## src/rtl/apb_rm_pkg.sv

```systemverilog
// Shared definitions for the APB completer model: FSM states, wait modes, LFSR taps.
package apb_rm_pkg;

  typedef enum logic [1:0] {
    IDLE     = 2'd0,
    WAIT     = 2'd1,
    COMPLETE = 2'd2
  } state_t;

  localparam logic [1:0] WM_ZERO  = 2'd0;
  localparam logic [1:0] WM_FIXED = 2'd1;
  localparam logic [1:0] WM_RAND  = 2'd2;

  // Fibonacci taps 16,14,13,11 -> state bits 15,13,12,10
  localparam logic [15:0] LFSR_TAPS = 16'hB400;

endpackage

```

## src/rtl/apb_rm_lfsr.sv

```systemverilog
// 16-bit Fibonacci LFSR, advances only when adv is high; exposes the low OUT_W bits.
module apb_rm_lfsr
  import apb_rm_pkg::*;
#(
  parameter int          OUT_W = 4,
  parameter logic [15:0] SEED  = 16'hACE1,
  parameter logic [15:0] TAPS  = LFSR_TAPS
) (
  input  logic             clk,
  input  logic             reset,
  input  logic             adv,
  output logic [OUT_W-1:0] rnd
);

  logic [15:0] lfsr_q;

  // shift left, feedback is the xor of the tapped bits
  always_ff @(posedge clk or posedge reset) begin
    if (reset)    lfsr_q <= SEED;
    else if (adv) lfsr_q <= {lfsr_q[14:0], ^(lfsr_q & TAPS)};
  end

  assign rnd = lfsr_q[OUT_W-1:0];

endmodule

```

## src/rtl/apb_resp_model_mc.sv

```systemverilog
// APB4 completer model: NUM_SEL banks with byte strobes, programmable wait states,
// decode/injected errors. All outputs registered.
module apb_resp_model_mc
  import apb_rm_pkg::*;
#(
  parameter int                NUM_SEL    = 2,
  parameter int                ADDR_W     = 20,
  parameter int                DATA_W     = 16,
  parameter int                DEPTH      = 16,
  parameter int                WAIT_W     = 4,
  parameter logic [DATA_W-1:0] RESET_DATA = 16'hABCD,
  parameter logic [DATA_W-1:0] ERR_DATA   = 16'hDEAD,
  parameter logic [15:0]       LFSR_SEED  = 16'hACE1
) (
  input  logic                  clk,
  input  logic                  reset,
  input  logic [NUM_SEL-1:0]    psel,
  input  logic                  penable,
  input  logic [ADDR_W-1:0]     paddr,
  input  logic                  pwrite,
  input  logic [DATA_W-1:0]     pwdata,
  input  logic [DATA_W/8-1:0]   pstrb,
  input  logic [1:0]            wait_mode,
  input  logic [WAIT_W-1:0]     wait_cnt,
  input  logic                  err_inject,
  output logic [DATA_W-1:0]     prdata,
  output logic                  pready,
  output logic                  pslverr
);

  localparam int NB = DATA_W / 8;
  localparam int BO = (NB > 1) ? $clog2(NB) : 0;       // byte-offset bits, ignored
  localparam int IW = $clog2(DEPTH);                   // word index bits
  localparam int CW = (NUM_SEL > 1) ? $clog2(NUM_SEL) : 1;

  logic [NUM_SEL-1:0][DEPTH-1:0][DATA_W-1:0] bank_q;

  state_t              state_q, state_d;
  logic [CW-1:0]       ch_q, ch_d;
  logic [IW-1:0]       idx_q, idx_d;
  logic                err_q, err_d;
  logic                wr_q, wr_d;
  logic [WAIT_W-1:0]   cnt_q, cnt_d;
  logic                pready_d, pslverr_d;
  logic [DATA_W-1:0]   prdata_d;

  logic                sel_any, sel_multi, range_err, setup_err;
  logic [CW-1:0]       sel_idx;
  logic [WAIT_W:0]     mod_den;
  logic [WAIT_W-1:0]   setup_w;
  logic [WAIT_W-1:0]   rnd;
  logic                lfsr_adv;
  logic                commit;

  apb_rm_lfsr #(
    .OUT_W (WAIT_W),
    .SEED  (LFSR_SEED),
    .TAPS  (LFSR_TAPS)
  ) u_lfsr (
    .clk   (clk),
    .reset (reset),
    .adv   (lfsr_adv),
    .rnd   (rnd)
  );

  // setup-phase decode: channel, error sources, wait count for the chosen mode
  always_comb begin
    sel_any   = |psel;
    sel_multi = |(psel & (psel - NUM_SEL'(1)));
    sel_idx   = '0;
    for (int i = 0; i < NUM_SEL; i++)
      if (psel[i]) sel_idx = CW'(i);
    range_err = |(paddr >> (BO + IW));
    setup_err = sel_multi | range_err | err_inject;
    mod_den   = {1'b0, wait_cnt} + {{WAIT_W{1'b0}}, 1'b1};
    case (wait_mode)
      WM_FIXED: setup_w = wait_cnt;
      WM_RAND:  setup_w = WAIT_W'({1'b0, rnd} % mod_den);
      default:  setup_w = '0;   // WM_ZERO and the unused encoding
    endcase
  end

  // next-state and next-output logic; outputs are registered from the *_d values
  always_comb begin
    state_d  = state_q;
    ch_d     = ch_q;
    idx_d    = idx_q;
    err_d    = err_q;
    wr_d     = wr_q;
    cnt_d    = cnt_q;
    pready_d = 1'b0;
    lfsr_adv = 1'b0;
    commit   = 1'b0;
    case (state_q)
      IDLE: begin
        if (sel_any && !penable) begin
          lfsr_adv = 1'b1;
          ch_d     = sel_idx;
          idx_d    = paddr[BO +: IW];
          err_d    = setup_err;
          wr_d     = pwrite;
          cnt_d    = setup_w;
          if (setup_w == '0) begin
            pready_d = 1'b1;
            state_d  = COMPLETE;
          end else begin
            state_d  = WAIT;
          end
        end
      end
      WAIT: begin
        // requester abandoned the transfer: drop it silently
        if (!(sel_any && penable)) begin
          state_d = IDLE;
        end else if (cnt_q == WAIT_W'(1)) begin
          pready_d = 1'b1;
          state_d  = COMPLETE;
        end else begin
          cnt_d = cnt_q - WAIT_W'(1);
        end
      end
      COMPLETE: begin
        commit  = wr_q & ~err_q;
        state_d = IDLE;
      end
      default: state_d = IDLE;
    endcase
    // read data is sampled from the bank on the edge that enters COMPLETE
    prdata_d  = '0;
    pslverr_d = 1'b0;
    if (pready_d) begin
      prdata_d  = err_d ? ERR_DATA : bank_q[ch_d][idx_d];
      pslverr_d = err_d;
    end
  end

  // FSM, transfer context and output registers
  always_ff @(posedge clk or posedge reset) begin
    if (reset) begin
      state_q <= IDLE;
      ch_q    <= '0;
      idx_q   <= '0;
      err_q   <= 1'b0;
      wr_q    <= 1'b0;
      cnt_q   <= '0;
      pready  <= 1'b0;
      prdata  <= '0;
      pslverr <= 1'b0;
    end else begin
      state_q <= state_d;
      ch_q    <= ch_d;
      idx_q   <= idx_d;
      err_q   <= err_d;
      wr_q    <= wr_d;
      cnt_q   <= cnt_d;
      pready  <= pready_d;
      prdata  <= prdata_d;
      pslverr <= pslverr_d;
    end
  end

  // register banks: byte-strobed write at the end of COMPLETE
  always_ff @(posedge clk or posedge reset) begin
    if (reset) begin
      bank_q <= {(NUM_SEL * DEPTH){RESET_DATA}};
    end else if (commit) begin
      for (int b = 0; b < NB; b++)
        if (pstrb[b]) bank_q[ch_q][idx_q][b*8 +: 8] <= pwdata[b*8 +: 8];
    end
  end

endmodule

```

## config.mk

```make
export PLATFORM = sky130hd
export DESIGN_NAME = apb_resp_model_mc
export DESIGN_NICKNAME = d
export VERILOG_FILES = /design/src/rtl/apb_rm_pkg.sv /design/src/rtl/apb_rm_lfsr.sv /design/src/rtl/apb_resp_model_mc.sv
export SDC_FILE = /design/constraint.sdc
export NUM_CORES = 1
export LEC_CHECK = 0
export CAP_MARGIN = 15
export CORE_UTILIZATION = 50
export DETAILED_ROUTE_END_ITERATION = 7
export PLACE_DENSITY_LB_ADDON = 0.08
export SYNTH_ARGS = -nofsm -noshare
export SYNTH_HDL_FRONTEND = slang
export SYNTH_HIERARCHICAL = 1
export SYNTH_SLANG_ARGS = --single-unit
```

## constraint.sdc

```tcl
create_clock -name clk -period 17.3 [get_ports clk]
set_input_delay 3.46 -clock clk [delete_from_list [all_inputs] [get_ports clk]]
set_output_delay 3.46 -clock clk [all_outputs]
set_load 0.05 [all_outputs]
```

=== Word-level counts from Yosys, hierarchy flattened ===
Index checks and enable logic that the tools add are counted.

* Register bits: 559
* Input port bits: 51
* Output and inout port bits: 18

* Add/subtract/negate cells: 3
* Div/mod/pow operators: 1
* Magnitude comparators: 6
* Equal/unequal tests: 9
* Mux-type cells: 45
* Bitwise operators: 5
* Reduce and logical (&&, ||, !) cells: 15

{| class="wikitable"
|+ Operators with widths
! kind !! count
|-
| 512-bit two-way mux || 3
|-
| 512-bit bitwise mux || 2
|-
| 256-bit two-way mux || 4
|-
| 256-bit demux with 1-bit select || 2
|-
| 16-bit demux with 4-bit select || 2
|-
| 16-bit binary-select mux with 4-bit select || 1
|-
| 16-bit two-way mux || 4
|-
| 4-bit two-way mux || 5
|-
| 4-bit one-hot mux with 2 select lines || 2
|-
| 16-bit parity || 1
|-
| 15-bit OR reduction || 1
|-
| 1-bit two-way mux || 13
|-
| 4-bit by 5-bit < comparator with 1-bit output, second input constant || 2
|-
| 2-bit two-way mux || 4
|-
| 8-bit two-way mux || 1
|-
| 2-bit inequality test, second input constant || 3
|-
| 4-bit by 1-bit adder with 5-bit output, second input constant || 1
|-
| 4-bit by 5-bit modulo with 5-bit output || 1
|-
| 2-bit by 1-bit == test with 1-bit output, second input constant || 2
|-
| 2-bit == test, second input constant || 2
|-
| 4-bit by 1-bit == test with 1-bit output, second input constant || 1
|-
| 4-bit by 1-bit >= comparator with 1-bit output, second input constant || 1
|-
| 1-bit logical AND || 4
|-
| 4-bit logical NOT || 1
|-
| other kinds (17) || 21
|}

=== Logic depth before layout (Yosys ltp) ===
Gate-level depths: netlist of run 1.

* Depth after elaboration: 11
* Depth in mapped cells: 30
* Depth with buffers taken out: 29

=== By module ===
The synthesis of run 1 kept the hierarchy.

{| class="wikitable"
|+ Modules (own cells, without submodules)
! module !! times used !! cells an instance !! area an instance (um2) !! seq. area each (um2)
|-
| apb_resp_model_mc || 1 || 2175 || 26581.7 || 13988.4
|-
| apb_rm_lfsr || 1 || 43 || 709.4 || 410.4
|}

=== Worst setup path before layout of run 1 ===
Ideal clock, no wire load.

* Path type: input to register
* From: in wait_cnt[0]
* To: reg prdata[0]
* Arrival time: 9.448 ns
* Required time: 17.235 ns
* Path slack: 7.787 ns
* Stages: 28
* Cells stage by stage: ha_1 > a21boi_0 > a21o_1 > nand2_1 > nor2_1 > ha_1 > or4_1 > nand2_1 > a211oi_1 > ha_1 > a41oi_1 > a21oi_1 > o41ai_1 > ha_1 > o21a_1 > o31a_1 > o31a_1 > mux2_2 > ha_1 > a21oi_1 > o21ai_1 > a31oi_1 > o22ai_1 > a41o_1 > nand2b_1 > o31ai_4 > buf_4 > o21a_1

* Longest elaborated chain between the ends: 8

{| class="wikitable"
|+ Ends and longest elaborated chain
! element !! RTL line !! source
|-
| from (decl) || apb_resp_model_mc.sv:24 || <nowiki>input logic [WAIT_W-1:0] wait_cnt,</nowiki>
|-
| 4-bit by 1-bit adder with 5-bit output || apb_resp_model_mc.sv:75 || <nowiki>mod_den = {1'b0, wait_cnt} + {{WAIT_W{1'b0}}, 1'b1};</nowiki>
|-
| 4-bit by 5-bit modulo with 5-bit output || apb_resp_model_mc.sv:78 || <nowiki>WM_RAND: setup_w = WAIT_W'({1'b0, rnd} % mod_den);</nowiki>
|-
| 4-bit one-hot mux with 2 select lines (*) || apb_resp_model_mc.sv:76 || <nowiki>case (wait_mode)</nowiki>
|-
| 4-bit logical NOT (*) || apb_resp_model_mc.sv:103 || <nowiki>if (setup_w == '0) begin</nowiki>
|-
| 1-bit two-way mux (*) || apb_resp_model_mc.sv:103 ||
|-
| 1-bit two-way mux (*) || apb_resp_model_mc.sv:96 || <nowiki>if (sel_any && !penable) begin</nowiki>
|-
| 1-bit one-hot mux with 2 select lines (*) || apb_resp_model_mc.sv:94 || <nowiki>case (state_q)</nowiki>
|-
| named net pready_d || apb_resp_model_mc.sv:44 || <nowiki>logic pready_d, pslverr_d;</nowiki>
|-
| 16-bit two-way mux (*) || apb_resp_model_mc.sv:131 || <nowiki>if (pready_d) begin</nowiki>
|-
| named net prdata_d[0] || apb_resp_model_mc.sv:45 || <nowiki>logic [DATA_W-1:0] prdata_d;</nowiki>
|-
| to (signal assigned) || apb_resp_model_mc.sv:157 || <nowiki>prdata <= prdata_d;</nowiki>
|-
| to (decl) || apb_resp_model_mc.sv:26 || <nowiki>output logic [DATA_W-1:0] prdata,</nowiki>
|}

Mark *: on every way through the listed nets, which the timed path passes. The rest lies on a longest branch.
A chain may end at the register's enable or synchronous reset.

=== Worst setup path in the final report of run 1 ===
* From: in wait_cnt[0]
* To: reg prdata[6]

* Longest elaborated chain between the ends: 8

{| class="wikitable"
|+ Ends and longest elaborated chain
! element !! RTL line
|-
| 4-bit by 1-bit adder with 5-bit output || apb_resp_model_mc.sv:75
|-
| 4-bit by 5-bit modulo with 5-bit output || apb_resp_model_mc.sv:78
|-
| 4-bit one-hot mux with 2 select lines (*) || apb_resp_model_mc.sv:76
|-
| 4-bit logical NOT (*) || apb_resp_model_mc.sv:103
|-
| 1-bit two-way mux (*) || apb_resp_model_mc.sv:103
|-
| 1-bit two-way mux (*) || apb_resp_model_mc.sv:96
|-
| 1-bit one-hot mux with 2 select lines (*) || apb_resp_model_mc.sv:94
|-
| 16-bit two-way mux (*) || apb_resp_model_mc.sv:131
|-
| named net prdata_d[6] || apb_resp_model_mc.sv:45
|}

Marked as above.

==> results.yml, run 1 <==
sta:
  maxSlewHeadroom: 0.236
  setup-violations-final: 0
  final_hold_viol_count: 0
  achievable-frequency_mhz: 89.6
  finalCriticalPeriod_ns: 11.16
  min_period_over_period: 0.645
  worst_pin_slew_ns: 1.14
  fin_ws_ns: 6.14
  fin_setup_tns_ns: 0
  maxSlewViolCount: 0
  setup_skew_ns: 0.0179
  grt_setup_unrepaired: "false"
die:
  ios: 69
  placeableCoreArea_um2: 53900
  die_footprint_um2: 55500
  floorplan.die.width_um: 236
  fp-row-count: 85
  initial_core_util: 0.506
  die-height_um: 236
hold_path:
  hold-path-cell-count: 2
  holdCritStartpoint: "wr_q"
  min-delay-path-class: "flop to flop"
  timing.hold.worst_endpoint: "wr_q"
routing:
  initialDrtViolationCount: 1236
  totalWireLength_mm: 71.4
  detail_route.drc_violations: 0
  drt.antenna.violating_nets: 0
  wire_per_inst_um: 23.9
  routed-via-count: 18000
  detail_route.vias_per_cell: 6.01
  drt-pass1-iter-count: 6
synth:
  postSynthRegisterBits: 559
  yosys_warnings: 6
  ys_types: 71
  synth_area_um2: 27300
  synth.yosys.seq_area_share: 0.528
  syn-mean-instance-area_um2: 12.3
  synth_enable_flop_cells: 0
  ys_async_sr_fraction: 1.00
  synth_flop_cell: "sky130_fd_sc_hd__dfstp_2"
  syn_nets: 2291
  synthesis.instances: 2218
setup_path:
  cp.depth: 29
  reg2reg_setup_slack_ns: 9.68
  worstPathRequired_ns: 17.85
  critPathCaptureType: "flop"
  r2r_end: "prdata[6]"
  crit_arrival_ns: 11.70
  cpMostUsedCell: "sky130_fd_sc_hd__ha_1"
  cp-start-kind: "input pin"
  largest_incremental_delay_on_the_critical_path_ns: 0.91
  critical_path_buf_inv_count: 1
  crit_type: "input pin to flop"
  cp_max_fo: 18
  depth_of_the_most_critical_reg_to_reg_path: 26
  reg2reg_from: "u_lfsr/lfsr_q[0]"
  crit_family: "compound AO/OA/AOI/OAI gates"
  slowest_stage: "sky130_fd_sc_hd__o31ai_4"
finish:
  antenna-diode-count: 0
  filler_free_cell_count_of_the_finished_design: 2988
  most_frequent_cells_in_the_layout: "532 x sky130_fd_sc_hd__mux2_2, 384 x sky130_fd_sc_hd__nand2_1, 328 x sky130_fd_sc_hd__dfstp_2, 231 x sky130_fd_sc_hd__dfrtp_1, 67 x sky130_fd_sc_hd__clkdlybuf4s50_1"
  area_delta_synth_final_pct: 11.5
  layout.cells.most_common: "sky130_fd_sc_hd__mux2_2"
  num-nets-final: 2313
  drive_above_1_share: 0.461
grt:
  global_route.usage.total: 0.262
  grt_max_degree: 195
  antenna_found_initial: 2
  via_count_of_the_first_global_routing_pass: 18600
  grt_first_pass_wirelength_mm: 112
  grt_overflow: 0
placement:
  gp_routability_congestion: 0.839
  post-place-cells: 2874
  io_buffer_count: 67
  place_ws_ns: 5.49
  dp_hpwl_mm: 45.1
clock_tree:
  clock_sink_count: 559
  clkSlewWorstSetupHoldPaths_ns: 0.06
  clock_insertion_delay_worst_skew_ns: 0.62
  cts-hold-fix-buffers: 0
  clock_tree_from_tritoncts: "done"
  htree_num_levels: 2
  post_cts.repair.setup_buffers: 0
  cts-resized-gates: 0
  tritoncts.num_buffers: 60
  clockBufferDepth: 3
  clockRootBuffer: "sky130_fd_sc_hd__clkbuf_16"
power:
  power.leakage_nw: 13.0
  worst_ir_drop_vdd_uv: 79.8
  power.density_cell_area_nw_per_um2: 141
run:
  timing.max_cap.violations: 0
outcome:
  status: "complete, no violations"
[tightest hold or removal path, cell delays in order (launching register included)]
cell,delay (ns)
sky130_fd_sc_hd__dfrtp_1,0.34
sky130_fd_sc_hd__nand2_1,0.05
sky130_fd_sc_hd__nand2_1,0.06
[how the worst max path moves through the flow]
stage                        to   startpoint
finish                prdata[6]  wait_cnt[0]
global route          prdata[6]  wait_cnt[0]
CTS                   prdata[6]  wait_cnt[0]
detailed placement    prdata[6]  wait_cnt[0]
global placement      prdata[6]  wait_cnt[0]
floorplan           bank_q[100]        reset
[flip-flops by register name, summed over array words and instances (netlist names)]
| register | flops |
|---|---|
| u_lfsr/lfsr_q | 16 |
| ch_q | 1 |
| idx_q | 4 |
| state_q | 2 |
| wr_q | 1 |
| pslverr | 1 |
| pready | 1 |
| bank_q | 512 |
| prdata | 16 |
| cnt_q | 4 |
| err_q | 1 |
[final cells by class]
| class | instances | area [µm²] |
|---|---|---|
| clock buffer | 102 | 1840 |
| clock inverter | 12 | 120 |
| fill | 4452 | 23500 |
| inverter | 25 | 103 |
| multi-input combinational | 1487 | 12100 |
| sequential | 559 | 14400 |
| tap | 696 | 871 |
| timing repair buffer | 107 | 983 |
[cells by family (layout without fill, tap and decap cells)]
| group | count (synthesis) | in the layout | synth area share |
|---|---|---|---|
| and+or+nand+nor | 606 | 606 | 0.0985 |
| AOI/OAI and AO/OA | 232 | 232 | 0.0612 |
| adders and majority gates | 22 | 22 | 0.0104 |
| xor gates and xnor gates | 8 | 8 | 0.00257 |
| DFF | 559 | 559 | 0.528 |
| muxes | 619 | 619 | 0.270 |
| buffers and inverters | 172 | 246 | 0.0295 |
[synthesized netlist by cell type (all sizes together), types with 30 or more instances]
| cell type | instances | area share |
|---|---|---|
| dfstp | 328 | 0.32 |
| buf | 52 | 0.013 |
| mux2i | 41 | 0.015 |
| mux4 | 38 | 0.031 |
| dfrtp | 231 | 0.21 |
| mux2 | 540 | 0.22 |
| a311oi | 42 | 0.013 |
| o21ai | 39 | 0.0072 |
| nor2 | 37 | 0.0051 |
| a21oi | 30 | 0.0055 |
| clkbuf | 95 | 0.013 |
| nand3 | 53 | 0.0097 |
| and3 | 63 | 0.014 |
| a31oi | 32 | 0.0076 |
| nand2 | 385 | 0.053 |
[through the flow]
step / utilization / power (mW) / instance area (µm²) / hold WS (ns)
detailed placement: 0.528 / 3.04 / 28500 / 0.470
floorplan: - / 2.61 / 27300 / 0.438
finish: 0.564 / 4.30 / 30400 / 0.476
CTS: 0.564 / 4.33 / 30400 / 0.484
global placement: 0.528 / 3.01 / 28500 / 0.450
global route: 0.564 / 4.51 / 30400 / 0.511
[report_power, final]
part           leakage, nW  switching, mW  internal (mW)  total [mW]
Clock                0.961          0.521          0.748        1.27
Sequential            6.56          0.110           1.52        1.63
Combinational         5.53          0.919          0.485        1.40
Total                 13.0           1.55           2.75        4.30
[metal layers]
layer	GRT usage	vias to the layer above	routed length, µm
met3	0.0505	97	4230
met4	0.0782	0	1660
met2	0.408	432	32800
met1	0.373	9405	32700
li1	-	8021	-
met5	0.00260	-	0
Power figures use the tool's default switching activity.
==> run 2: changes to the inputs <==
==> constraint.sdc (replaced) <==
create_clock -name clk -period 9.65 [get_ports clk]
set_input_delay 1.93 -clock clk [delete_from_list [all_inputs] [get_ports clk]]
set_output_delay 1.93 -clock clk [all_outputs]
set_load 0.05 [all_outputs]
==> run 2 against run 1 <==
Critical path depth is 1 higher. Die area stayed put. Total power increased by 83%. Core utilization up 0.36 points. Clock-buffer cell count decreased by 12. Critical endpoint is now prdata[4]. Sequential share of layout area down 0.30 points. Flip-flop and latch count unchanged. Setup slack worse by 5.3 ns. Register-to-register slack got worse by 6.9 ns. Largest cell class unchanged.
==> results.yml, run 2 (synthesized netlist as in run 1, its figures left out) <==
sta:
  worst_pin_slew_ns: 1.13
  final_hold_viol_count: 0
  achievable-frequency_mhz: 114
  finalCriticalPeriod_ns: 8.78
  min_period_over_period: 0.910
  maxSlewViolCount: 0
  fin_ws_ns: 0.866
  maxSlewHeadroom: 0.240
  fin_worst_hold_slack_ns: 0.473
  fin_setup_tns_ns: 0
  setup-violations-final: 0
  grt_setup_unrepaired: "false"
  setup_skew_ns: 0.0224
setup_path:
  worstPathRequired_ns: 10.21
  largest_incremental_delay_on_the_critical_path_ns: 0.57
  cpMostUsedCell: "sky130_fd_sc_hd__ha_1"
  slowest_stage: "sky130_fd_sc_hd__clkdlybuf4s50_1"
  crit_family: "compound AO/OA/AOI/OAI gates"
  reg2reg_setup_slack_ns: 2.73
  cp_max_fo: 18
  cp-start-kind: "input pin"
  reg2reg_from: "u_lfsr/lfsr_q[0]"
  critPathCaptureType: "flop"
  r2r_end: "prdata[4]"
  depth_of_the_most_critical_reg_to_reg_path: 26
  crit_type: "input pin to flop"
  crit_arrival_ns: 9.34
  critical_path_buf_inv_count: 3
finish:
  area_delta_synth_final_pct: 12.2
  antenna-diode-count: 0
  filler_free_cell_count_of_the_finished_design: 2992
  largest_registers: "bank_q x512, prdata x16, u_lfsr/lfsr_q x16"
  flip_flop_count_of_the_largest_register_after_layout: 512
  layout.cells.most_common: "sky130_fd_sc_hd__mux2_2"
  num-nets-final: 2317
  drive_above_1_share: 0.470
  fin_area_um2: 30600
  share_of_the_core_filled_with_cells_in_the_final_layout: 0.568
  most_frequent_cells_in_the_layout: "532 x sky130_fd_sc_hd__mux2_2, 384 x sky130_fd_sc_hd__nand2_1, 328 x sky130_fd_sc_hd__dfstp_2, 231 x sky130_fd_sc_hd__dfrtp_1, 66 x sky130_fd_sc_hd__clkdlybuf4s50_1"
  reg_with_most_ffs: "bank_q"
clock_tree:
  cts-resized-gates: 0
  clkSlewWorstSetupHoldPaths_ns: 0.06
  clockBufferDepth: 3
  htree_num_levels: 2
  clock_insertion_delay_worst_skew_ns: 0.63
  post_cts.repair.setup_buffers: 0
  clock_sink_count: 559
  clockRootBuffer: "sky130_fd_sc_hd__clkbuf_16"
  cts-hold-fix-buffers: 0
  tritoncts.num_buffers: 60
  clock_tree_from_tritoncts: "done"
die:
  die-height_um: 236
  ios: 69
  fp-row-count: 85
  placeableCoreArea_um2: 53900
  floorplan.die.width_um: 236
  die_footprint_um2: 55500
  initial_core_util: 0.506
hold_path:
  holdCritStartpoint: "wr_q"
  min-delay-path-class: "flop to flop"
  timing.hold.worst_endpoint: "wr_q"
  hold-path-cell-count: 2
routing:
  wire_per_inst_um: 24.3
  routed-via-count: 18100
  detail_route.vias_per_cell: 6.07
  drt-pass1-iter-count: 5
  totalWireLength_mm: 72.6
  initialDrtViolationCount: 1337
  drt.antenna.violating_nets: 0
  detail_route.drc_violations: 0
power:
  total_power_mw: 7.88
  worst_ir_drop_vdd_uv: 194
  power.leakage_nw: 13.1
  power.density_cell_area_nw_per_um2: 257
placement:
  post_dp_cell_area_um2: 28500
  gp_routability_congestion: 0.806
  io_buffer_count: 67
  post-place-cells: 2878
  dp_hpwl_mm: 45.6
  place_ws_ns: 0.246
grt:
  antenna_found_initial: 0
  grt_first_pass_wirelength_mm: 113
  grt_overflow: 0
  global_route.usage.total: 0.265
  grt_max_degree: 132
  via_count_of_the_first_global_routing_pass: 18500
run:
  timing.max_cap.violations: 0
outcome:
  status: "complete, no violations"
## run 2: worst max-delay path by stage
stage                     start          end  slack (ns)  depth (start not counted)
CTS                 wait_cnt[1]    prdata[4]        0.88                         30
finish              wait_cnt[1]    prdata[4]        0.87                         30
global placement    wait_cnt[1]    prdata[6]        0.50                         30
floorplan                 reset  bank_q[100]        0.60                          1
global route        wait_cnt[1]    prdata[4]        0.24                         29
detailed placement  wait_cnt[1]    prdata[4]        0.25                         30
## run 2: layout make-up
cell class	count	area (µm²)
Clock inverter	24	246
Timing Repair Buffer	111	1050
Fill cell	4489	23300
Clock buffer	90	1850
Multi-Input combinational cell	1487	12100
Tap cell	696	871
Sequential cell	559	14400
Inverter	25	103
## run 2: tightest hold or removal path, cell delays in order, from the launching register on
cell and delay [ns]:
sky130_fd_sc_hd__dfrtp_1 0.33, sky130_fd_sc_hd__nand2_1 0.05, sky130_fd_sc_hd__nand2_1 0.06
## run 2: per-layer routing
metal,part of all wire,global-route usage,vias to the layer above
met5,0.0015,0.0147,-
met4,0.024,0.0766,2
met3,0.058,0.0477,99
met2,0.45,0.403,453
met1,0.47,0.387,9542
li1,-,-,8052
## run 2: power by group
part | switching, mW | internal [mW]
Combinational | 1.67 | 0.890
Clock | 0.971 | 1.43
Sequential | 0.203 | 2.72
